===== src/rtl/wb_pkg.sv =====
// wb_pkg: shared widths, FSM state type and writeback request payload for the
// writeback arbiter slice.
package wb_pkg;

  localparam int unsigned XLEN  = 32;
  localparam int unsigned NREGS = 16;
  localparam int unsigned AW    = $clog2(NREGS);

  typedef enum logic {
    IDLE = 1'b0,
    HOLD = 1'b1
  } wb_state_e;

  typedef struct packed {
    logic [AW-1:0]   rdadr;
    logic [XLEN-1:0] data;
  } wb_req_t;

endpackage


===== src/rtl/wb_scoreboard.sv =====
// wb_scoreboard: pending-load vector and decode hazard detection.
// Ports:
//   clk, reset          clock, synchronous active-low reset
//   issue_valid/_rdadr  load issued to memory, marks destination pending
//   clr_valid/_rdadr    load commit being registered this edge, clears pending
//   rs1adr, rs2adr      decode source addresses
//   alu_valid/_rdadr    ALU writeback destination (checked when valid)
//   regwrite, rdadr     registered write port currently in flight
//   hazard              combinational stall request
module wb_scoreboard #(
  parameter int unsigned NREGS = 16
) (
  input  logic                     clk,
  input  logic                     reset,
  input  logic                     issue_valid,
  input  logic [$clog2(NREGS)-1:0] issue_rdadr,
  input  logic                     clr_valid,
  input  logic [$clog2(NREGS)-1:0] clr_rdadr,
  input  logic [$clog2(NREGS)-1:0] rs1adr,
  input  logic [$clog2(NREGS)-1:0] rs2adr,
  input  logic                     alu_valid,
  input  logic [$clog2(NREGS)-1:0] alu_rdadr,
  input  logic                     regwrite,
  input  logic [$clog2(NREGS)-1:0] rdadr,
  output logic                     hazard
);

  logic [NREGS-1:0] r_pending;
  logic [NREGS-1:0] w_set;
  logic [NREGS-1:0] w_clr;
  logic             w_hit_rs1;
  logic             w_hit_rs2;
  logic             w_hit_alu;

  // Set/clear masks; x0 is never marked pending.
  always_comb begin
    w_set = '0;
    w_clr = '0;
    if (issue_valid && (issue_rdadr != '0)) w_set[issue_rdadr] = 1'b1;
    if (clr_valid)                          w_clr[clr_rdadr]   = 1'b1;
  end

  // Set is OR-ed in after the clear so a same-edge re-issue keeps the bit.
  always_ff @(posedge clk) begin
    if (!reset) r_pending <= '0;
    else        r_pending <= (r_pending & ~w_clr) | w_set;
  end

  assign w_hit_rs1 = (rs1adr != '0) &&
                     (r_pending[rs1adr] || (regwrite && (rs1adr == rdadr)));
  assign w_hit_rs2 = (rs2adr != '0) &&
                     (r_pending[rs2adr] || (regwrite && (rs2adr == rdadr)));
  assign w_hit_alu = alu_valid && (alu_rdadr != '0) &&
                     (r_pending[alu_rdadr] || (regwrite && (alu_rdadr == rdadr)));

  assign hazard = w_hit_rs1 | w_hit_rs2 | w_hit_alu;

endmodule


===== src/rtl/wb_arbiter.sv =====
// wb_arbiter: merges ALU and load writebacks onto one registered register-file
// write port. ALU has priority; a colliding load is parked in a one-entry hold
// buffer and committed on the next ALU-free cycle.
// Macro WB_SCOREBOARD_EN: when defined, instantiates wb_scoreboard (pending
// vector + full hazard); otherwise hazard covers only the write in flight.
// Ports:
//   clk, reset                         clock, synchronous active-low reset
//   alu_valid/_rdadr/_data             ALU writeback (no backpressure)
//   ld_valid/_ready/_rdadr/_data       load response handshake
//   issue_valid/_rdadr                 load issued to memory
//   rs1adr, rs2adr                     decode source addresses
//   hazard                             combinational stall request
//   regwrite, rdadr, rd                registered register-file write port
module wb_arbiter #(
  parameter int unsigned XLEN  = wb_pkg::XLEN,
  parameter int unsigned NREGS = wb_pkg::NREGS
) (
  input  logic                     clk,
  input  logic                     reset,
  input  logic                     alu_valid,
  input  logic [$clog2(NREGS)-1:0] alu_rdadr,
  input  logic [XLEN-1:0]          alu_data,
  input  logic                     ld_valid,
  output logic                     ld_ready,
  input  logic [$clog2(NREGS)-1:0] ld_rdadr,
  input  logic [XLEN-1:0]          ld_data,
  input  logic                     issue_valid,
  input  logic [$clog2(NREGS)-1:0] issue_rdadr,
  input  logic [$clog2(NREGS)-1:0] rs1adr,
  input  logic [$clog2(NREGS)-1:0] rs2adr,
  output logic                     hazard,
  output logic                     regwrite,
  output logic [$clog2(NREGS)-1:0] rdadr,
  output logic [XLEN-1:0]          rd
);
  import wb_pkg::*;

  localparam int unsigned ADR_W = $clog2(NREGS);

  wb_state_e         r_state;
  wb_state_e         w_state_nxt;
  wb_req_t           r_hold;
  wb_req_t           w_sel;
  wb_req_t           w_alu_req;
  wb_req_t           w_ld_req;
  logic              w_ld_hs;
  logic              w_commit;
  logic              w_commit_ld;
  logic              w_capture;
  logic              r_regwrite;
  logic [ADR_W-1:0]  r_rdadr;
  logic [XLEN-1:0]   r_rd;

  assign w_alu_req = '{rdadr: alu_rdadr, data: alu_data};
  assign w_ld_req  = '{rdadr: ld_rdadr,  data: ld_data};
  assign ld_ready  = (r_state == IDLE);
  assign w_ld_hs   = ld_valid & ld_ready;

  // State register
  always_ff @(posedge clk) begin
    if (!reset) r_state <= IDLE;
    else        r_state <= w_state_nxt;
  end

  // Next-state logic
  always_comb begin
    w_state_nxt = r_state;
    case (r_state)
      IDLE:    if (alu_valid && w_ld_hs) w_state_nxt = HOLD;
      HOLD:    if (!alu_valid)           w_state_nxt = IDLE;
      default: w_state_nxt = IDLE;
    endcase
  end

  // Commit selection: ALU always wins; the buffered load drains when ALU idles.
  always_comb begin
    w_commit    = 1'b0;
    w_commit_ld = 1'b0;
    w_capture   = 1'b0;
    w_sel       = w_alu_req;
    case (r_state)
      IDLE: begin
        if (alu_valid) begin
          w_commit  = 1'b1;
          w_capture = w_ld_hs;
        end else if (w_ld_hs) begin
          w_commit    = 1'b1;
          w_commit_ld = 1'b1;
          w_sel       = w_ld_req;
        end
      end
      HOLD: begin
        w_commit = 1'b1;
        if (!alu_valid) begin
          w_commit_ld = 1'b1;
          w_sel       = r_hold;
        end
      end
      default: ;
    endcase
  end

  // Hold buffer
  always_ff @(posedge clk) begin
    if (!reset)         r_hold <= '0;
    else if (w_capture) r_hold <= w_ld_req;
  end

  // Registered write port; a commit to x0 is swallowed but still advances.
  always_ff @(posedge clk) begin
    if (!reset) begin
      r_regwrite <= 1'b0;
      r_rdadr    <= '0;
      r_rd       <= '0;
    end else if (w_commit) begin
      r_regwrite <= (w_sel.rdadr != '0);
      r_rdadr    <= w_sel.rdadr;
      r_rd       <= w_sel.data;
    end else begin
      r_regwrite <= 1'b0;
    end
  end

  assign regwrite = r_regwrite;
  assign rdadr    = r_rdadr;
  assign rd       = r_rd;

`ifdef WB_SCOREBOARD_EN
  wb_scoreboard #(
    .NREGS (NREGS)
  ) u_scoreboard (
    .clk         (clk),
    .reset       (reset),
    .issue_valid (issue_valid),
    .issue_rdadr (issue_rdadr),
    .clr_valid   (w_commit_ld),
    .clr_rdadr   (w_sel.rdadr),
    .rs1adr      (rs1adr),
    .rs2adr      (rs2adr),
    .alu_valid   (alu_valid),
    .alu_rdadr   (alu_rdadr),
    .regwrite    (r_regwrite),
    .rdadr       (r_rdadr),
    .hazard      (hazard)
  );
`else
  // Without pending tracking only the write in flight can collide.
  logic w_unused_issue;
  assign w_unused_issue = ^{issue_valid, issue_rdadr, w_commit_ld};
  assign hazard = r_regwrite && (r_rdadr != '0) &&
                  ((r_rdadr == rs1adr) || (r_rdadr == rs2adr));
`endif

endmodule


===== config.mk =====
export PLATFORM = sky130hd
export DESIGN_NAME = wb_arbiter
export DESIGN_NICKNAME = d
export VERILOG_FILES = /design/src/rtl/wb_pkg.sv /design/src/rtl/wb_scoreboard.sv /design/src/rtl/wb_arbiter.sv
export SDC_FILE = /design/constraint.sdc
export NUM_CORES = 1
export LEC_CHECK = 0
export ABC_AREA = 1
export ABC_CLOCK_PERIOD_IN_PS = 1400
export BUFFER_PORTS_ARGS = -buffer_cell sky130_fd_sc_hd__buf_2
export CAP_MARGIN = 20
export CORE_MARGIN = 8
export CORE_UTILIZATION = 35
export DETAILED_ROUTE_END_ITERATION = 6
export GPL_TIMING_DRIVEN = 1
export SYNTH_ARGS = -nofsm -noshare
export SYNTH_HDL_FRONTEND = slang
export SYNTH_SLANG_ARGS = --single-unit

===== constraint.sdc =====
create_clock -name clk -period 1.4 [get_ports clk]
set_input_delay 0 -clock clk [delete_from_list [all_inputs] [get_ports clk]]
set_output_delay 0 -clock clk [all_outputs]
set_load 0.005 [all_outputs]

==> flow_summary.yaml <==
clocking:
  clockBufferDepth: 2
  cts_buffers: 9
  cts_setup_buffers: 0
  cts_tree: "done"
  worstSkewPairLatency_ns: 0.34
  cts_sinks: 74
  ctsHtreeMaxLevel: 3
  root_buffer: "clkbuf_8"
  path_clk_slew_ns: 0.08
global_routing:
  grt_pass1_vias: 3747
  global_route.overflow_total: 0
  grt_max_degree: 44
  antenna_found_initial: 0
  grt_pass1_wl_um: 18260
  grtUsageTotal: 0.1673
sta:
  max_freq_ghz: 0.7428
  finalHoldViolations: 0
  finClkSkew_ns: 0.006975
  finalMaxSlewViolations: 0
  finalCritPeriodShare: 0.9616
  worst_slew_pin_slew_ns: 0.3519
  max_slew_margin: 0.7654
  setup_viol: 0
  rsz0062_at_grt: "yes"
  finalCriticalPeriod_ns: 1.346
  whs_ns: 0.01138
synthesis:
  synth_area_um2: 3491
  netlist.area_leader.share: 0.4244
  synthArstFlopShare: 0
  yosys_warnings: 0
  ys_types: 21
  synth_cells: 488
  synth_edf_count: 0
  synth.area.top_cells: "dfxtp_1 42%, nand2_1 12%, nand3_1 10%, o211ai_1 6.9%, nand4_1 6.3%"
  synth_nets: 577
  synth-seq-cells: 74
  synthTopCellsByCount: "113 x nand2_1, 74 x dfxtp_1, 71 x nand3_1, 46 x inv_1, 37 x a21oi_1"
  ys.flop_type: "dfxtp_1"
  synth_area_leader_cell: "dfxtp_1"
  syn_avg_cell_area_um2: 7.153
  seq_area_frac_synth: 0.4244
  yosysMostFrequentCell: "nand2_1"
min_path:
  hold_start: "alu_data[16]"
  hold_class: "input port to flop"
  min_path_cells: 5
  hold_path_end: "rd[16]"
place:
  placed_cell_area_um2: 4302
  numPortBuffers: 122
  gp_congestion: 0.7859
  dp_hpwl_um: 7576
critical_path:
  r2r_start: "r_state"
  slowest_stage: "or3_1"
  critPathTopFamily: "simple AND/OR/NAND/NOR gates"
  r2r_end: "rdadr[1]"
  cp_max_fo: 5
  critPathKind: "flop to output pin"
  critPathArrivalTime_ns: 1.35
  max_stage_delay_ns: 0.36
  critPathLaunchType: "flop"
  endpoint_kind: "output pin"
  worstRegToRegCells: 6
  crit_chain: "or3_1, o21ai_1, a21oi_1, buf_2"
  r2r_slack_ns: 0.13
  crit_required_ns: 1.40
  crit_buf_inv: 1
finish:
  drive_gt1_frac: 0.2531
  syn2layout_area_growth_pct: 43.44
  final_area_um2: 5007
  antenna_cells: 0
  final_core_util: 0.5147
  nNetsFinal: 736
power_and_ir_drop:
  clock_power_share: 0.359
  p_comb_frac: 0.188
  share_seq_of_total_power: 0.453
  powerDensity_nw_per_um2: 1029
  switching_share: 0.2685
  internal-power_mw: 3.769
  switchingPower_mw: 1.384
  power.leakage_nw: 2.391
  irDropWorstVdd_uv: 532.4
floorplan:
  die_height_um: 115.9
  die_x_um: 115.9
  dieArea_um2: 13430
  core_um2: 9729
  start_util: 0.3588
  ios: 128
  std_cell_rows: 36
detailed_routing:
  dr.first_iter.drc_count: 228
  viasPerCell: 4.910
  vias: 3854
  routed_wirelength_um: 11230
  wire_per_inst_um: 14.31
  drt_pass1_iterations: 4
  postRouteAntennaNets: 0
  drc: 0
run_status:
  outcome: "complete, no violations"
flow_run:
  cap_viol_max_count: 0
## logic make-up (layout without fill, tap and decap cells)
kind of cell	Yosys count	count (layout)	share of synthesized area
AOI/OAI and AO/OA	84	84	0.1473
xor gates and xnor gates	8	8	0.02007
buffers and inverters	88	252	0.1025
DFF	74	74	0.4244
and+or+nand+nor	234	234	0.3057
## power groups by stage
stage	Combinational [mW]	Sequential (mW)	Clock, mW
after floorplan	0.469	2.38	0
after global placement	0.857	2.37	0
after detailed placement	0.870	2.38	0
after CTS	0.974	2.33	1.91
after global routing	1.08	2.35	1.98
final	0.969	2.33	1.85
## registers in the layout (all words and copies together) (netlist names)
name / count
r_hold: 36
r_state: 1
regwrite: 1
rd: 32
rdadr: 4
## layer usage
metal | vias up | GRT usage | share of wire
met5 | - | 0 | 0
met4 | 0 | 0.05791 | 0.011
met3 | 11 | 0.03231 | 0.068
met2 | 131 | 0.2809 | 0.49
met1 | 1751 | 0.2086 | 0.43
li1 | 1961 | - | -
## placed cells by master, fill, tap and decap left out, types with 11 or more instances in the layout
master	instances
buf_4	12
nand3_1	71
nand4_1	35
a21oi_1	37
dlygate4sd3_1	48
nor2_1	11
dfxtp_1	71
o211ai_1	32
nand2_1	112
buf_2	122
inv_1	46
## how the worst max path moves through the flow
stage,slack [ns],endpoint,start,cells past startpoint
after CTS,0.03,hazard,rdadr[0],4
final,0.05,hazard,rdadr[0],4
after global routing,-0.04,hazard,rdadr[0],4
after floorplan,0.20,r_hold[32],r_state,5
after detailed placement,0.12,r_hold[34],r_state,5
after global placement,0.15,r_hold[33],r_state,5
## cell type report
| cell class | count | area (µm²) |
|---|---|---|
| Clock buffer | 11 | 141.4 |
| Clock inverter | 5 | 77.57 |
| Fill cell | 984 | 4722 |
| Inverter | 48 | 180.2 |
| Multi-Input combinational cell | 326 | 1664 |
| Sequential cell | 74 | 1485 |
| Tap cell | 133 | 166.4 |
| Timing Repair Buffer | 188 | 1292 |
## metrics by stage
stage | setup WS, ns | power [mW] | TNS, ns | std cells
2_1_floorplan | 0.2035 | 2.846 | 0 | 488
3_3_place_gp | 0.1456 | 3.231 | 0 | 721
3_5_place_dp | 0.1157 | 3.248 | 0 | 721
4_1_cts | 0.02520 | 5.217 | 0 | 785
5_1_grt | -0.03987 | 5.414 | -0.03987 | 785
6_report | 0.05371 | 5.153 | 0 | 785
## worst register-to-register path, delay by kind of cell (launching register included)
kind	cells	cell delay (ns)
buffers and inverters	2	0.23
AND/OR/NAND/NOR	2	0.30
flip-flops	1	0.37
AO/OA/AOI/OAI	2	0.28
## timing repair
item,CTS,global route
cloned,0,0
endpoints found under the setup margin,1,3
hold buffers,48,0
endpoints found under the hold margin,48,0
gates resized for setup,3,2
(Power assumes the default switching activity.)
